--- src/rtl/mod_addsub_pipe_pkg.sv ---
// Shared definitions for the pipelined modular add/subtract unit:
// operation encodings and default datapath geometry.
`ifndef DATA_SIZE_ARB
`define DATA_SIZE_ARB 12
`endif

package mod_addsub_pipe_pkg;

  localparam int DEFAULT_WIDTH = `DATA_SIZE_ARB;
  localparam int DEFAULT_LANES = 2;

  typedef enum logic [1:0] {
    MODE_ADD  = 2'd0,
    MODE_SUB  = 2'd1,
    MODE_NEG  = 2'd2,
    MODE_BFLY = 2'd3
  } mode_e;

  // NEG is the only operation that ignores the b operand.
  function automatic logic mode_uses_b(input mode_e m);
    return m != MODE_NEG;
  endfunction

endpackage

--- src/rtl/mod_addsub_pipe_if.sv ---
// Valid/ready bus for mod_addsub_pipe: operand side in, result side out.
// The slave modport is the unit's view, the master modport the producer/consumer's.
interface mod_addsub_pipe_if
  import mod_addsub_pipe_pkg::*;
#(
  parameter int WIDTH = DEFAULT_WIDTH,
  parameter int LANES = DEFAULT_LANES
);

  logic [WIDTH-1:0]       q;
  mode_e                  mode;
  logic [LANES*WIDTH-1:0] a;
  logic [LANES*WIDTH-1:0] b;
  logic                   in_valid;
  logic                   in_ready;
  logic [LANES*WIDTH-1:0] res0;
  logic [LANES*WIDTH-1:0] res1;
  logic                   out_valid;
  logic                   out_ready;
  logic [LANES-1:0]       out_err;

  modport master (
    output q, mode, a, b, in_valid, out_ready,
    input  in_ready, res0, res1, out_valid, out_err
  );

  modport slave (
    input  q, mode, a, b, in_valid, out_ready,
    output in_ready, res0, res1, out_valid, out_err
  );

endinterface

--- src/rtl/mod_addsub_lane.sv ---
// One lane of the modular add/sub datapath: stage 1 forms raw W+1-bit sums,
// differences and negations; stage 2 applies a single modular correction.
module mod_addsub_lane
  import mod_addsub_pipe_pkg::*;
#(
  parameter int WIDTH = DEFAULT_WIDTH
) (
  input  logic             clk,
  input  logic             reset,
  input  logic             s1_en_i,
  input  logic             s2_en_i,
  input  logic [WIDTH-1:0] a_i,
  input  logic [WIDTH-1:0] b_i,
  input  logic [WIDTH-1:0] q_i,
  input  mode_e            mode_i,
  input  logic [WIDTH-1:0] q_s1_i,
  input  mode_e            mode_s1_i,
  output logic [WIDTH-1:0] res0_o,
  output logic [WIDTH-1:0] res1_o,
  output logic             err_o
);

  logic [WIDTH:0]   sum_d, sum_q;
  logic [WIDTH:0]   diff_d, diff_q;
  logic [WIDTH-1:0] neg_d, neg_q;
  logic             err_d, err_q;

  logic [WIDTH:0]   sum_red;
  logic [WIDTH-1:0] sum_corr, diff_corr;
  logic [WIDTH-1:0] res0_d, res0_q, res1_d, res1_q;
  logic             err_out_q;

  // Top bit of diff is the borrow of a - b.
  assign sum_d  = {1'b0, a_i} + {1'b0, b_i};
  assign diff_d = {1'b0, a_i} - {1'b0, b_i};
  assign neg_d  = (a_i == '0) ? '0 : q_i - a_i;
  assign err_d  = (a_i >= q_i) || (mode_uses_b(mode_i) && (b_i >= q_i));

  assign sum_red   = sum_q - {1'b0, q_s1_i};
  assign sum_corr  = (sum_q >= {1'b0, q_s1_i}) ? sum_red[WIDTH-1:0] : sum_q[WIDTH-1:0];
  assign diff_corr = diff_q[WIDTH] ? diff_q[WIDTH-1:0] + q_s1_i : diff_q[WIDTH-1:0];

  always_comb begin
    res0_d = sum_corr;
    res1_d = '0;
    case (mode_s1_i)
      MODE_ADD:  res0_d = sum_corr;
      MODE_SUB:  res0_d = diff_corr;
      MODE_NEG:  res0_d = neg_q;
      MODE_BFLY: begin
        res0_d = sum_corr;
        res1_d = diff_corr;
      end
      default:   res0_d = sum_corr;
    endcase
  end

  always_ff @(posedge clk) begin
    if (reset) begin
      sum_q     <= '0;
      diff_q    <= '0;
      neg_q     <= '0;
      err_q     <= 1'b0;
      res0_q    <= '0;
      res1_q    <= '0;
      err_out_q <= 1'b0;
    end else begin
      if (s1_en_i) begin
        sum_q  <= sum_d;
        diff_q <= diff_d;
        neg_q  <= neg_d;
        err_q  <= err_d;
      end
      if (s2_en_i) begin
        res0_q    <= res0_d;
        res1_q    <= res1_d;
        err_out_q <= err_q;
      end
    end
  end

  assign res0_o = res0_q;
  assign res1_o = res1_q;
  assign err_o  = err_out_q;

endmodule

--- src/rtl/mod_addsub_pipe.sv ---
// Multi-lane, two-stage pipelined modular add/sub/neg/butterfly unit with
// full valid/ready back-pressure; q and mode travel with each transaction.
module mod_addsub_pipe
  import mod_addsub_pipe_pkg::*;
#(
  parameter int WIDTH = DEFAULT_WIDTH,
  parameter int LANES = DEFAULT_LANES
) (
  input logic               clk,
  input logic               reset,
  mod_addsub_pipe_if.slave  io
);

  logic             s1_valid_d, s1_valid_q;
  logic             s2_valid_d, s2_valid_q;
  logic [WIDTH-1:0] q_s1_q;
  mode_e            mode_s1_q;

  logic s2_adv, s1_adv, accept;

  logic [LANES*WIDTH-1:0] res0_w, res1_w;
  logic [LANES-1:0]       err_w;

  // in_ready depends combinationally on out_ready; there is no skid buffer.
  assign s2_adv      = !s2_valid_q || io.out_ready;
  assign s1_adv      = s1_valid_q && s2_adv;
  assign io.in_ready = !reset && (!s1_valid_q || s2_adv);
  assign accept      = io.in_valid && io.in_ready;

  always_comb begin
    s1_valid_d = s1_valid_q;
    s2_valid_d = s2_valid_q;
    if (accept) begin
      s1_valid_d = 1'b1;
    end else if (s1_adv) begin
      s1_valid_d = 1'b0;
    end
    if (s2_adv) begin
      s2_valid_d = s1_valid_q;
    end
  end

  always_ff @(posedge clk) begin
    if (reset) begin
      s1_valid_q <= 1'b0;
      s2_valid_q <= 1'b0;
      q_s1_q     <= '0;
      mode_s1_q  <= MODE_ADD;
    end else begin
      s1_valid_q <= s1_valid_d;
      s2_valid_q <= s2_valid_d;
      if (accept) begin
        q_s1_q    <= io.q;
        mode_s1_q <= io.mode;
      end
    end
  end

  for (genvar gi = 0; gi < LANES; gi++) begin : g_lane
    mod_addsub_lane #(
      .WIDTH (WIDTH)
    ) u_lane (
      .clk       (clk),
      .reset     (reset),
      .s1_en_i   (accept),
      .s2_en_i   (s1_adv),
      .a_i       (io.a[gi*WIDTH +: WIDTH]),
      .b_i       (io.b[gi*WIDTH +: WIDTH]),
      .q_i       (io.q),
      .mode_i    (io.mode),
      .q_s1_i    (q_s1_q),
      .mode_s1_i (mode_s1_q),
      .res0_o    (res0_w[gi*WIDTH +: WIDTH]),
      .res1_o    (res1_w[gi*WIDTH +: WIDTH]),
      .err_o     (err_w[gi])
    );
  end

  assign io.res0      = res0_w;
  assign io.res1      = res1_w;
  assign io.out_err   = err_w;
  assign io.out_valid = s2_valid_q;

endmodule

--- src/flat_wrapper.sv ---
// flat-port wrapper written by rule: the top's interface ports become plain ports
module mod_addsub_pipe_flat import mod_addsub_pipe_pkg::*;
#(
  parameter int WIDTH = DEFAULT_WIDTH,
  parameter int LANES = DEFAULT_LANES
)
  (clk, reset, io_q, io_mode, io_a, io_b, io_in_valid, io_out_ready, io_in_ready, io_res0, io_res1, io_out_valid, io_out_err);
  mod_addsub_pipe_if #(.WIDTH(WIDTH), .LANES(LANES)) io_i ();
  input logic clk;
  input logic reset;
  input wire logic [$bits(io_i.q)-1:0] io_q;
  input wire logic [$bits(io_i.mode)-1:0] io_mode;
  input wire logic [$bits(io_i.a)-1:0] io_a;
  input wire logic [$bits(io_i.b)-1:0] io_b;
  input wire logic [$bits(io_i.in_valid)-1:0] io_in_valid;
  input wire logic [$bits(io_i.out_ready)-1:0] io_out_ready;
  output wire logic [$bits(io_i.in_ready)-1:0] io_in_ready;
  output wire logic [$bits(io_i.res0)-1:0] io_res0;
  output wire logic [$bits(io_i.res1)-1:0] io_res1;
  output wire logic [$bits(io_i.out_valid)-1:0] io_out_valid;
  output wire logic [$bits(io_i.out_err)-1:0] io_out_err;
  assign io_i.q = io_q;
  assign io_i.mode = io_mode;
  assign io_i.a = io_a;
  assign io_i.b = io_b;
  assign io_i.in_valid = io_in_valid;
  assign io_i.out_ready = io_out_ready;
  assign io_in_ready = io_i.in_ready;
  assign io_res0 = io_i.res0;
  assign io_res1 = io_i.res1;
  assign io_out_valid = io_i.out_valid;
  assign io_out_err = io_i.out_err;
  mod_addsub_pipe #(.WIDTH(WIDTH), .LANES(LANES)) u_core (.clk(clk), .reset(reset), .io(io_i));
endmodule
--- config.mk ---
export PLATFORM = sky130hd
export DESIGN_NAME = mod_addsub_pipe_flat
export DESIGN_NICKNAME = d
export VERILOG_FILES = /design/src/rtl/mod_addsub_pipe_pkg.sv /design/src/rtl/mod_addsub_pipe_if.sv /design/src/rtl/mod_addsub_lane.sv /design/src/rtl/mod_addsub_pipe.sv /design/src/flat_wrapper.sv
export SDC_FILE = /design/constraint.sdc
export NUM_CORES = 1
export LEC_CHECK = 0
export ABC_CLOCK_PERIOD_IN_PS = 3100
export CELL_PAD_IN_SITES_DETAIL_PLACEMENT = 0
export CELL_PAD_IN_SITES_GLOBAL_PLACEMENT = 1
export CORE_MARGIN = 4
export CORE_UTILIZATION = 45
export CTS_BUF_LIST = sky130_fd_sc_hd__clkbuf_8
export CTS_CLUSTER_SIZE = 25
export DETAILED_ROUTE_END_ITERATION = 10
export PLACE_DENSITY = 0.87
export SETUP_SLACK_MARGIN = 0.5
export SYNTH_ARGS = -nofsm -noshare
export SYNTH_HDL_FRONTEND = slang
export SYNTH_SLANG_ARGS = --single-unit
--- constraint.sdc ---
create_clock -name clk -period 3.1 [get_ports clk]
set_input_delay 0.93 -clock clk [delete_from_list [all_inputs] [get_ports clk]]
set_output_delay 0.93 -clock clk [all_outputs]
set_load 0.02 [all_outputs]
# [Word-level counts from Yosys, hierarchy flattened]
# Index checks and enable logic that the tools add are counted.
[op_classes] addsub=10 order_cmp=6 n_eq_ne=4 n_mux=12 reduce_logical=17
[op_table] cell="2-to-1 mux 12 bit" n=8
[op_table] cell="case mux 12 bit (3 select lines)" n=2
[op_table] cell="greater-or-equal comparator 12 bit" n=4
[op_table] cell="subtractor 12 bit" n=4
[op_table] cell="adder 12 x 12 -> 13 bit" n=2
[op_table] cell="greater-or-equal comparator 13 x 12 -> 1 bit" n=2
[op_table] cell="subtractor 12 x 12 -> 13 bit" n=2
[op_table] cell="adder 12 bit" n=2
[op_table] cell="zero test 12 bit" n=2
[op_table] cell="logical AND 1 bit" n=5
[op_table] cell="equality test 2 bit, second input constant" n=2
[op_table] cell="logical OR 1 bit" n=4
[op_table] cell="zero test 1 bit" n=3
[op_table] cell="equality test 2 x 1 -> 1 bit, second input constant" n=1
[op_table] cell="zero test 2 bit" n=1
[op_table] cell="2-to-1 mux 1 bit" n=2
[op_table] cell="!= test 2 bit, second input constant" n=1
[op_table] cell="nonzero test 2 bit" n=1
[op_table] cell="OR reduction 2 bit" n=1
[totals] regBits=144 in_bits=66 out_inout_bits=52

# [Logic depth before layout (Yosys ltp)]
[logic_depth] word_depth=6 depth_mapped=12 depth_no_buf=12

# [Cells and area by module]
# Synthesis repeated with hierarchy kept, for this count alone.
[unflattened] cells_unflattened=1498 area_unflattened_um2=11969.0
[modules_own_cells] module="mod_addsub_lane at u_core.g_lane[0].u_lane" n_inst=1 cells_per_inst=737 area_each_um2=5755.5 seq_area_each_um2=1261.2
[modules_own_cells] module="mod_addsub_lane at u_core.g_lane[1].u_lane" n_inst=1 cells_per_inst=703 area_each_um2=5522.8 seq_area_each_um2=1261.2
[modules_own_cells] module="mod_addsub_pipe" n_inst=1 cells_per_inst=58 area_each_um2=690.7 seq_area_each_um2=320.3

# [Least setup slack after synthesis]
# OpenSTA, ideal clock, no wires.
[synth_timing] path_type="input to register" startpoint="input io_b[1]" endpoint="register u_core.g_lane[0].u_lane.diff_q[11]" setup_time_ns=0.063 arrival_ns=2.875 required_ns=3.037 path_slack_ns=0.163 stages=10 path_buffers=0 cell_sequence="inv_1 > ha_1 > nor2b_1 > o21a_1 > o21ai_0 > a211o_1 > a21oi_1 > nor3_1 > or4b_2 > nand3_1"
[synth_via] elab_chain_cells=1
[synth_lines] item="start, declared" line="flat_wrapper.sv:14" source="input wire logic [$bits(io_i.b)-1:0] io_b;"
[synth_lines] item="subtractor 12 x 12 -> 13 bit" line="mod_addsub_lane.sv:35" source="assign diff_d = {1'b0, a_i} - {1'b0, b_i};"
[synth_lines] item="end signal, assigned" line="mod_addsub_lane.sv:70" source="diff_q <= diff_d;"
[synth_lines] item="end, declared" line="mod_addsub_lane.sv:24" source="logic [WIDTH:0] diff_d, diff_q;"
# No other way between the ends.
# A chain may end at the register's enable or synchronous reset.

# [Final worst setup path]
[layout_timing] startpoint="register u_core.q_s1_q[2]" endpoint="register u_core.g_lane[1].u_lane.res0_q[5]"
[layout_via] elab_chain_cells=3 elab_cells_between_ends=6
[layout_lines] item="start, declared" line="mod_addsub_pipe.sv:16" source="logic [WIDTH-1:0] q_s1_q;"
[layout_lines] item="start signal, assigned" line="mod_addsub_pipe.sv:53" source="q_s1_q <= io.q;"
[layout_lines] item="subtractor 12 bit (tied with other cells)" line="mod_addsub_lane.sv:39" source="assign sum_red = sum_q - {1'b0, q_s1_i};"
[layout_lines] item="2-to-1 mux 12 bit, on equally long branches" line="mod_addsub_lane.sv:40, mod_addsub_lane.sv:41"
[layout_lines] item="case mux 12 bit (3 select lines) (*)" line="mod_addsub_lane.sv:46" source="case (mode_s1_i)"
[layout_lines] item="end signal, assigned" line="mod_addsub_lane.sv:75" source="res0_q <= res0_d;"
[layout_lines] item="end, declared" line="mod_addsub_lane.sv:30" source="logic [WIDTH-1:0] res0_d, res0_q, res1_d, res1_q;"
# Every way passes the cells marked *; elsewhere a longest branch is shown, timed or not.

==> flow_summary.ini <==
[worst_setup_path]
rr_worst_depth = 12
arrival_ns = 3.03
rrSetupSlack_ns = 0.38
cp-endpoint = u_core.g_lane[1].u_lane.res0_o[5]
r2r_start = u_core.q_s1_q[2]
r2r-end = u_core.g_lane[1].u_lane.res0_o[5]
path_class = flop to flop
cp-start-kind = flop
cp_max_fo = 5
startpoint = u_core.q_s1_q[2]
worstSetupEndpointType = flop
cp.required_ns = 3.41

[synth]
synth_top_cell_by_area = dfxtp_1
synth_warnings = 0
synth_ff_type = dfxtp_1
synthTopCellsByArea = dfxtp_1 (25%), ha_1 (16%), a21oi_1 (4.4%)
ys_seq_area_share_pct = 24.8
syn-num-nets = 1665
yosysUniqueCellTypes = 72
yosysTopAreaCellShare_pct = 24.8
synth_seq_cells = 142
synth_cells = 1444
synth_area_mm2 = 0.0115
synth_edf_count = 0
synth.avg_cell_area_um2 = 7.94
async_flop_share_pct = 0

[sta]
worstMarginPinSlew_ns = 1.38
fmax_mhz = 367
finClkSkew_ns = 0.0156
fin_crit_sh_pct = 87.8
hold_viol = 0
rsz0062_at_grt = true
slew_headroom_pct = 7.75
setup-violations-final = 0
finalWorstSetupSlack_ns = 0.379
min_period_ns = 2.72
finalMaxSlewViolations = 0

[pwr]
pwr-share-comb_pct = 46.7
power_switching_mw = 2.73
peakVddDrop_mv = 0.292
p_int_mw = 4.34
clkPwrFrac_pct = 22.7
p_leak_nw = 6.84
powerDensity_mw_per_mm2 = 436
p_seq_share_pct = 30.6
finalPower_mw = 7.07
swShare_pct = 38.6

[final_layout]
layout.nets = 1952
stdcell_count = 2074
n_fill_cell = 2210
syn2layout_area_growth_pct = 41.2
fin_area_mm2 = 0.0162
n_antenna_cell = 0
final_layout_size_suffix_gt1_share_pct = 28.8

[clock_network]
cts_tree = built
insertion_delay_ns = 0.46
clock_sinks = 142
htreeDepth = 4
cts-root-buf = clkbuf_8
cts_buffer_depth = 2
clk_pin_slew_worst_paths_ns = 0.09
cts_buffers = 17

[detailed_routing]
drt_iter0_markers = 965
routed_wl_um = 42100
drtAntennaViolNets = 0
num_vias = 12100
drc = 0
drt-pass1-iter-count = 5
routedWlPerCell_um = 20.3
drt-vias-per-instance = 5.84

[floorplanning]
die_h_um = 168
core-area_mm2 = 0.0251
initial_utilization_pct = 45.7
row_count = 58
die_w_um = 168
die-area_mm2 = 0.0281
num_io_pins = 118

[grt]
antenna_found_initial = 1
gr-total-overflow = 0
grt_pass1_vias = 11400
grt_start_max_net_pins = 53
grt_usage_pct = 28.4
grt_pass1_wl_um = 63300

[placement]
dp_slack_ns = -0.426
hpwlAfterDp_um = 33100
placed_area_mm2 = 0.0143
place_inst = 1994
portBuffers = 117
gp_congestion = 0.966

[min_path]
holdCritPathClass = flop to flop

[flow_run]
maxCapViolCount = 0

[status]
run_status = complete, no violations
power groups by stage:
stage,combinational [mW],clock [mW],sequential [mW]
after global placement,2.72,0,2.18
after detailed placement,2.77,0,2.18
final,3.30,1.60,2.16
after global routing,3.55,1.69,2.18
after CTS,3.04,1.62,2.14
after floorplan,1.76,0,2.14
state kept, by name, indices dropped and copies added, names as in the netlist:
| register | flops |
|---|---|
| u_core.q_s1_q | 12 |
| u_core.g_lane.u_lane.res1_o | 24 |
| u_core.s1_valid_q | 1 |
| u_core.io.out_valid | 1 |
| u_core.g_lane.u_lane.err_q | 2 |
| u_core.mode_s1_q | 2 |
| u_core.g_lane.u_lane.sum_q | 26 |
| u_core.g_lane.u_lane.diff_q | 24 |
| u_core.g_lane.u_lane.res0_o | 24 |
| u_core.g_lane.u_lane.neg_q | 24 |
| u_core.g_lane.u_lane.err_o | 2 |
placed cells by master (no fill, tap or decap), types with 14 or more instances in the layout:
cell	instances
buf_4	198
dfxtp_1	130
nor2_1	113
ha_1	105
inv_1	99
nand2_1	94
clkdlybuf4s50_1	83
a21oi_1	76
o21ai_0	65
nor3_1	49
xnor2_1	49
nand3_1	38
ha_4	35
a21oi_2	23
a22oi_1	22
o21a_1	21
a211oi_1	21
a21o_1	20
buf_6	19
or3_1	18
inv_2	17
clkbuf_8	17
nor2b_1	16
o211ai_1	16
a31oi_1	14
o31ai_1	14
logic make-up (layout without fill, tap and decap cells):
logic type | after synthesis | after routing | share of synthesized area, %
AOI/OAI and AO/OA | 444 | 444 | 26.1
xor gates and xnor gates | 63 | 63 | 4.81
adders and majority gates | 155 | 155 | 17.6
buffers and inverters | 192 | 492 | 6.46
DFF | 142 | 142 | 24.8
muxes | 28 | 28 | 2.63
and+or+nand+nor | 420 | 420 | 17.6
metrics by stage:
stage | hold slack [ns] | utilization, % | setup TNS [ns]
after floorplan | 0.425 | - | 0
after global placement | 0.441 | 57.1 | -10.71
after detailed placement | 0.449 | 57.1 | -11.96
after CTS | 0.459 | 61.7 | 0
after global routing | 0.477 | 64.5 | 0
final | 0.459 | 64.5 | 0
worst min-delay path by stage:
stage                                      startpoint  cells past startpoint                                end  slack [ns]
floorplan            u_core.g_lane[0].u_lane.neg_q[9]                      2   u_core.g_lane[0].u_lane.neg_q[9]        0.42
detailed placement  u_core.g_lane[1].u_lane.res1_o[0]                      2  u_core.g_lane[1].u_lane.res1_o[0]        0.45
CTS                 u_core.g_lane[1].u_lane.res1_o[0]                      2  u_core.g_lane[1].u_lane.res1_o[0]        0.46
global route        u_core.g_lane[0].u_lane.res1_o[6]                      2  u_core.g_lane[0].u_lane.res1_o[6]        0.48
finish              u_core.g_lane[0].u_lane.res1_o[1]                      2  u_core.g_lane[0].u_lane.res1_o[1]        0.46
global placement    u_core.g_lane[0].u_lane.res1_o[6]                      2  u_core.g_lane[0].u_lane.res1_o[6]        0.44
area by class of cell:
type                       instances  area, um2  area share [%]
clock buffer                      17        234            1.45
clock inverter                    15        191            1.18
inverter                         126        520            3.21
multi-input combinational       1110       9090            56.1
sequential                       142       2870            17.7
tap                              330        413            2.55
timing repair buffer             334       2880            17.8
repair_timing:
item                                    in CTS  in global routing
buffers inserted                            25                 23
resized for setup                          154                137
pin swaps                                   83                 91
endpoints found under the hold margin        0                  0
endpoints found under the setup margin      74                 64
hold buffers                                 0                  0
layer usage:
layer	up-vias	routed length, um	global-route usage (%)
met5	-	8	0
met1	5689	19100	40.3
met4	2	1890	11.1
li1	5814	-	-
met3	100	2850	3.97
met2	506	18200	43.5
synth_stat cells (20+ instances only):
cell      instances
or3_1            20
xnor2_1          50
o21a_1           21
nand2_1          97
o21ai_0          85
nor2_1          116
inv_1           125
a21oi_1         100
nand3_1          39
dfxtp_1         142
a21o_1           20
a22oi_1          23
nor2b_1          27
ha_1            145
clkbuf_1         52
a211oi_1         31
nor3_1           54
critical path, stage by stage (launching register included):
cell      delay, ns
dfxtp_2        0.37
inv_4          0.07
ha_4           0.17
a21o_1         0.19
or3_4          0.34
o211ai_4       0.21
a31oi_4        0.12
a21oi_4        0.16
buf_6          0.16
mux2_4         0.32
a221oi_2       0.24
buf_4          0.18
a211oi_2       0.04
(Power assumes the default switching activity.)
